[src/rtl/srr_builder.sv]
// rtl/srr_builder.sv - SRR table front end: CAM match, open/append entry, next-pointer and chain upkeep
// Optional feature macro: SRR_BUILDER_STATS_EN (saturating hit/alloc/stall counters).
`ifndef REQUEST_ID_WIDTH
`define REQUEST_ID_WIDTH 4
`endif
`ifndef HIT_TAG_WIDTH
`define HIT_TAG_WIDTH 8
`endif
`ifndef SRR_ID_WIDTH
`define SRR_ID_WIDTH 2
`endif
`ifndef MAX_SRR_ENTRIES
`define MAX_SRR_ENTRIES 4
`endif

module srr_builder #(
  parameter int MAX_ENTRIES  = `MAX_SRR_ENTRIES,
  parameter int MAX_REQUESTS = 1 << `REQUEST_ID_WIDTH
) (
  input  logic                          clk,
  input  logic                          rst_n,
  input  logic                          in_valid,
  output logic                          in_ready,
  input  logic [`REQUEST_ID_WIDTH-1:0]  in_req_id,
  input  logic [`HIT_TAG_WIDTH-1:0]     in_hit_tag,
  input  logic                          clear_req,
  output logic                          clear_ack,
  output logic                          full_stall,
  output logic                          tbl_clear,
  output logic                          tbl_wr_en,
  output logic [`HIT_TAG_WIDTH-1:0]     tbl_wr_hit_tag,
  output logic [`REQUEST_ID_WIDTH-1:0]  tbl_wr_head_req,
  input  logic                          tbl_wr_full,
  input  logic [`SRR_ID_WIDTH-1:0]      tbl_num_entries,
  output logic                          tbl_upd_en,
  output logic [`SRR_ID_WIDTH-1:0]      tbl_upd_addr,
  output logic [`REQUEST_ID_WIDTH-1:0]  tbl_upd_count,
  output logic [`REQUEST_ID_WIDTH-1:0]  tbl_upd_tail_req,
  output logic                          tbl_chain_wr_en,
  output logic [`SRR_ID_WIDTH-1:0]      tbl_chain_wr_addr,
  output logic [`SRR_ID_WIDTH-1:0]      tbl_chain_wr_data,
  output logic [`SRR_ID_WIDTH-1:0]      tbl_rd_addr,
  input  logic [`REQUEST_ID_WIDTH-1:0]  tbl_rd_count,
  input  logic [`REQUEST_ID_WIDTH-1:0]  tbl_rd_tail_req,
  output logic                          tbl_cam_en,
  output logic [`HIT_TAG_WIDTH-1:0]     tbl_cam_tag,
  input  logic                          tbl_cam_hit,
  input  logic [`SRR_ID_WIDTH-1:0]      tbl_cam_hit_addr,
  input  logic [`REQUEST_ID_WIDTH-1:0]  nxt_rd_id,
  output logic [`REQUEST_ID_WIDTH-1:0]  nxt_rd_data,
  output logic                          nxt_rd_valid
`ifdef SRR_BUILDER_STATS_EN
  ,
  output logic [15:0]                   stat_hits,
  output logic [15:0]                   stat_allocs,
  output logic [15:0]                   stat_stall_cycles
`endif
);

  typedef enum logic [2:0] {IDLE, LOOKUP, READ, ALLOC, CLEAR} state_t;

  state_t                         state, state_nxt;
  logic                           accept;
  logic                           alloc_ok;
  logic [`REQUEST_ID_WIDTH-1:0]   id_q;
  logic [`HIT_TAG_WIDTH-1:0]      tag_q;
  logic [`SRR_ID_WIDTH-1:0]       last_alloc;
  logic                           last_alloc_valid;
  logic [`REQUEST_ID_WIDTH-1:0]   nxt_data [MAX_REQUESTS];
  logic [MAX_REQUESTS-1:0]        nxt_valid;

  // An occupancy index outside the configured depth is treated as full too.
  assign alloc_ok = !tbl_wr_full && (int'(tbl_num_entries) < MAX_ENTRIES);

  assign nxt_rd_valid = nxt_valid[nxt_rd_id];
  assign nxt_rd_data  = nxt_rd_valid ? nxt_data[nxt_rd_id] : '0;

  always_comb begin
    state_nxt         = state;
    in_ready          = 1'b0;
    accept            = 1'b0;
    clear_ack         = 1'b0;
    full_stall        = 1'b0;
    tbl_clear         = 1'b0;
    tbl_wr_en         = 1'b0;
    tbl_wr_hit_tag    = '0;
    tbl_wr_head_req   = '0;
    tbl_upd_en        = 1'b0;
    tbl_upd_addr      = '0;
    tbl_upd_count     = '0;
    tbl_upd_tail_req  = '0;
    tbl_chain_wr_en   = 1'b0;
    tbl_chain_wr_addr = '0;
    tbl_chain_wr_data = '0;
    tbl_cam_en        = 1'b0;
    tbl_cam_tag       = '0;
    case (state)
      IDLE: begin
        in_ready = !clear_req;
        if (clear_req) begin
          state_nxt = CLEAR;
        end else if (in_valid) begin
          accept    = 1'b1;
          state_nxt = LOOKUP;
        end
      end
      LOOKUP: begin
        tbl_cam_en  = 1'b1;
        tbl_cam_tag = tag_q;
        state_nxt   = tbl_cam_hit ? READ : ALLOC;
      end
      READ: begin
        // A saturated count cannot take another request; split the row into a new entry.
        if (&tbl_rd_count) begin
          state_nxt = ALLOC;
        end else begin
          tbl_upd_en       = 1'b1;
          tbl_upd_addr     = tbl_rd_addr;
          tbl_upd_count    = tbl_rd_count + 1'b1;
          tbl_upd_tail_req = id_q;
          state_nxt        = IDLE;
        end
      end
      ALLOC: begin
        if (!alloc_ok) begin
          full_stall = 1'b1;
          if (clear_req) state_nxt = CLEAR;
        end else begin
          tbl_wr_en         = 1'b1;
          tbl_wr_hit_tag    = tag_q;
          tbl_wr_head_req   = id_q;
          tbl_chain_wr_en   = last_alloc_valid;
          tbl_chain_wr_addr = last_alloc_valid ? last_alloc : '0;
          tbl_chain_wr_data = last_alloc_valid ? tbl_num_entries : '0;
          state_nxt         = IDLE;
        end
      end
      CLEAR: begin
        tbl_clear = 1'b1;
        clear_ack = 1'b1;
        state_nxt = IDLE;
      end
      default: state_nxt = IDLE;
    endcase
  end

  always_ff @(posedge clk or negedge rst_n) begin
    if (!rst_n) begin
      state            <= IDLE;
      id_q             <= '0;
      tag_q            <= '0;
      tbl_rd_addr      <= '0;
      last_alloc       <= '0;
      last_alloc_valid <= 1'b0;
      nxt_valid        <= '0;
    end else begin
      state <= state_nxt;
      if (accept) begin
        id_q  <= in_req_id;
        tag_q <= in_hit_tag;
      end
      if (tbl_cam_en && tbl_cam_hit) tbl_rd_addr <= tbl_cam_hit_addr;
      if (tbl_wr_en) begin
        last_alloc       <= tbl_num_entries;
        last_alloc_valid <= 1'b1;
      end
      if (tbl_clear) begin
        last_alloc_valid <= 1'b0;
        nxt_valid        <= '0;
      end else if (tbl_upd_en) begin
        nxt_valid[tbl_rd_tail_req] <= 1'b1;
        nxt_valid[id_q]            <= 1'b0;
      end else if (tbl_wr_en) begin
        nxt_valid[id_q] <= 1'b0;
      end
    end
  end

  // Pointer payload needs no reset; the valid bits qualify it.
  always_ff @(posedge clk) begin
    if (tbl_upd_en) nxt_data[tbl_rd_tail_req] <= id_q;
  end

`ifdef SRR_BUILDER_STATS_EN
  always_ff @(posedge clk or negedge rst_n) begin
    if (!rst_n) begin
      stat_hits         <= '0;
      stat_allocs       <= '0;
      stat_stall_cycles <= '0;
    end else begin
      if (tbl_upd_en && !(&stat_hits))         stat_hits         <= stat_hits + 16'd1;
      if (tbl_wr_en && !(&stat_allocs))        stat_allocs       <= stat_allocs + 16'd1;
      if (full_stall && !(&stat_stall_cycles)) stat_stall_cycles <= stat_stall_cycles + 16'd1;
    end
  end
`endif

endmodule

[config.mk]
export PLATFORM = sky130hd
export DESIGN_NAME = srr_builder
export DESIGN_NICKNAME = d
export VERILOG_FILES = /design/src/rtl/srr_builder.sv
export SDC_FILE = /design/constraint.sdc
export NUM_CORES = 1
export LEC_CHECK = 0
export CAP_MARGIN = 5
export CORE_MARGIN = 2
export CORE_UTILIZATION = 40
export DETAILED_ROUTE_END_ITERATION = 16
export PLACE_DENSITY_LB_ADDON = 0.12
export SYNTH_ARGS = -nofsm -noshare
export SYNTH_HDL_FRONTEND = slang
export SYNTH_SLANG_ARGS = --single-unit
[constraint.sdc]
create_clock -name clk -period 3.74 [get_ports clk]
set_clock_uncertainty 0.1 [all_clocks]
set_input_delay 0.561 -clock clk [delete_from_list [all_inputs] [get_ports clk]]
set_output_delay 0.561 -clock clk [all_outputs]
set_load 0.02 [all_outputs]
==> flow_summary.yaml <==
clocking:
  cts_hold_buffers: 0
  htreeDepth: 3
  cts_buffer_depth: 2
  cts_buffers: 9
  cts_root_buf: "clkbuf_8"
  cts_resized: 0
  clock_sinks: 100
  clk_pin_slew_ps: 110
  cts_setup_buffers: 0
  cts_tree: "done"
  clk_latency_ps: 380
pwr:
  seq_power_share_pct: 48.4
  leakage_uw: 0.00211
  peakVddDrop_v: 0.000292
  clkPwrFrac_pct: 19.6
  p_int_uw: 2320
  p_sw_share_pct: 35.9
  power.switching_uw: 1300
  power_density_mw_per_mm2: 632
  p_comb_share_pct: 32.1
timing:
  drv_slew: 0
  hold_ws_ps: 176
  rsz0062_at_grt: "no"
  setup_violations: 0
  slew_headroom_pct: 37.9
  min_period_ps: 3490
  finalHoldViolCount: 0
  tns_ps: 0
  max_clock_freq_ghz: 0.286
  worst_pin_slew_ps: 931
  period_share_pct: 93.4
  finalWorstSetupSlack_ps: 246
place:
  dpl.hpwl_um: 7570
  place.gp.congestion: 0.918
  portBuffers: 82
  post_dp_cell_area_mm2: 0.00551
  dp_slack_ps: 237
yosys:
  synthCells: 304
  ys.flop_type: "edfxtp_1"
  synth_area_mm2: 0.00449
  yosys_warnings: 0
  ys_seq_area_share_pct: 62.9
  async_reset_ff_share_pct: 36.0
  ys_types: 39
  avgSynthCellArea_um2: 14.8
  ys_seq_elements: 100
  synthesis.nets: 339
  synth_edf_count: 64
grt:
  grt_max_degree: 37
  grt_pass1_wl_um: 17100
  grt_usage_pct: 19.2
  antenna_found_initial: 0
  overflow: 0
  grt_pass1_vias: 3074
detailed_routing:
  finalWirelength_um: 10800
  ant_nets: 0
  viasPerCell: 5.53
  vias: 2970
  drt_iter0_markers: 194
  dr.pass1.iters: 4
  drc: 0
  post_drt_wl_per_cell_um: 20.1
floorplanning:
  die_y_um: 110
  core_mm2: 0.0109
  start_util_pct: 41.2
  rows: 38
  die_w_um: 110
  dieArea_mm2: 0.0121
  ios: 83
status:
  status: "finished, final reports clean"
finish:
  nets: 427
  finish.instance_area_mm2: 0.00572
  fillerInstances: 927
  final_layout_size_suffix_gt1_share_pct: 19.1
  syn_to_final_growth_pct: 27.4
  final_util_pct: 52.5
  insertedDiodeCount: 0
setup_path:
  r2r_start: "state[0]"
  path_class: "primary input to output port"
  crit_slowest_cell: "clkdlybuf4s50_1"
  worstPathCellList: "clkdlybuf4s50_1 > buf_12 > buf_4 > mux4_2 > a22oi_1 > a31oi_1 > clkdlybuf4s50_1"
  crit_path_start: "nxt_rd_id[0]"
  cp_max_fo: 13
  cp.buffers_inverters: 4
  cp-end-kind: "output port"
  crit_top_cell: "clkdlybuf4s50_1"
  start_kind: "primary input"
  critPathMaxStageDelay_ps: 540
  worstPathArrival_ps: 2830
  cp.required_ps: 3080
  crit_family: "buffers and inverters"
hold_path:
  hold_class: "primary input to async pin"
flow_run:
  maxCapViolations: 0
-- cells in the final DEF (no fill, tap or decap), drive strengths merged, types with 14 or more instances in the layout --
cell type / Yosys / layout
dfrtp: 36 / 36
edfxtp: 64 / 64
buf: 11 / 15
and3: 19 / 19
o22a: 16 / 16
mux4: 20 / 20
nor2: 17 / 17
and2: 14 / 14
mux2: 16 / 16
clkdlybuf4s50: 0 / 81
-- flip-flops by register name, indices dropped and copies added, names as in the netlist --
register          count
id_q                  4
last_alloc            2
last_alloc_valid      1
nxt_data             64
nxt_valid            16
state                 3
tag_q                 8
tbl_rd_addr           2
-- path summary, 6_finish.rpt --
check                      depth (start not counted)  slack [ps]              to
max                                                7         250  nxt_rd_data[2]
min reg2reg                                        1         410   last_alloc[0]
max reg2reg                                        4        1260  nxt_data[6][2]
max in group asynchronous                          1        2820    nxt_valid[4]
min                                                1         180        tag_q[4]
min in group clk                                   1         410   last_alloc[0]
-- cell type report --
class / instances / area [um2] / area share [%]
clock buffers: 9 / 124 / 2.17
clock inverters: 7 / 86.3 / 1.51
multi-input cells: 181 / 1560 / 27.3
flip-flops and latches: 100 / 2820 / 49.4
well taps: 140 / 175 / 3.06
repair buffers: 96 / 933 / 16.3
inverters: 4 / 15.0 / 0.263
-- logic make-up after synthesis --
group	synth area share, %
flip-flops	62.9
adder cells (fa/ha/maj)	0.279
AND/OR/NAND/NOR	13.0
buffers and inverters	2.34
AO/OA/AOI/OAI	7.13
XOR/XNOR	0.390
multiplexers	14.0
-- Yosys cell counts (all sizes together) (6+ instances only) --
library cell / count / share of area, %
buf: 11 / 1.3
nor2: 17 / 1.4
dfrtp: 36 / 20
edfxtp: 64 / 43
nand2: 12 / 1.1
and2: 14 / 2.0
a21oi: 9 / 1.0
o22a: 16 / 3.1
mux4: 20 / 10
clkbuf: 8 / 0.67
a31oi: 10 / 1.4
nor2b: 6 / 0.84
nand3: 8 / 0.89
mux2: 16 / 4.0
and3: 19 / 2.6
-- layer usage --
metal	wire (um)	global-route usage [%]
met5	0	0
met4	149	5.79
met3	610	4.86
met2	5230	30.7
met1	4820	26.0
-- metrics by stage --
stage          std cells  power, uW
4_1_cts              537       3640
3_5_place_dp         521       2940
2_1_floorplan        304       2430
6_report             537       3620
5_1_grt              537       3810
3_3_place_gp         521       2920
-- power groups by stage --
stage               clock (uW)  sequential (uW)  combinational [uW]
floorplan                    0             1640                 784
global placement             0             1770                1150
detailed placement           0             1770                1160
CTS                        723             1750                1170
global route               770             1790                1250
finish                     708             1750                1160
(Power assumes the default switching activity.)
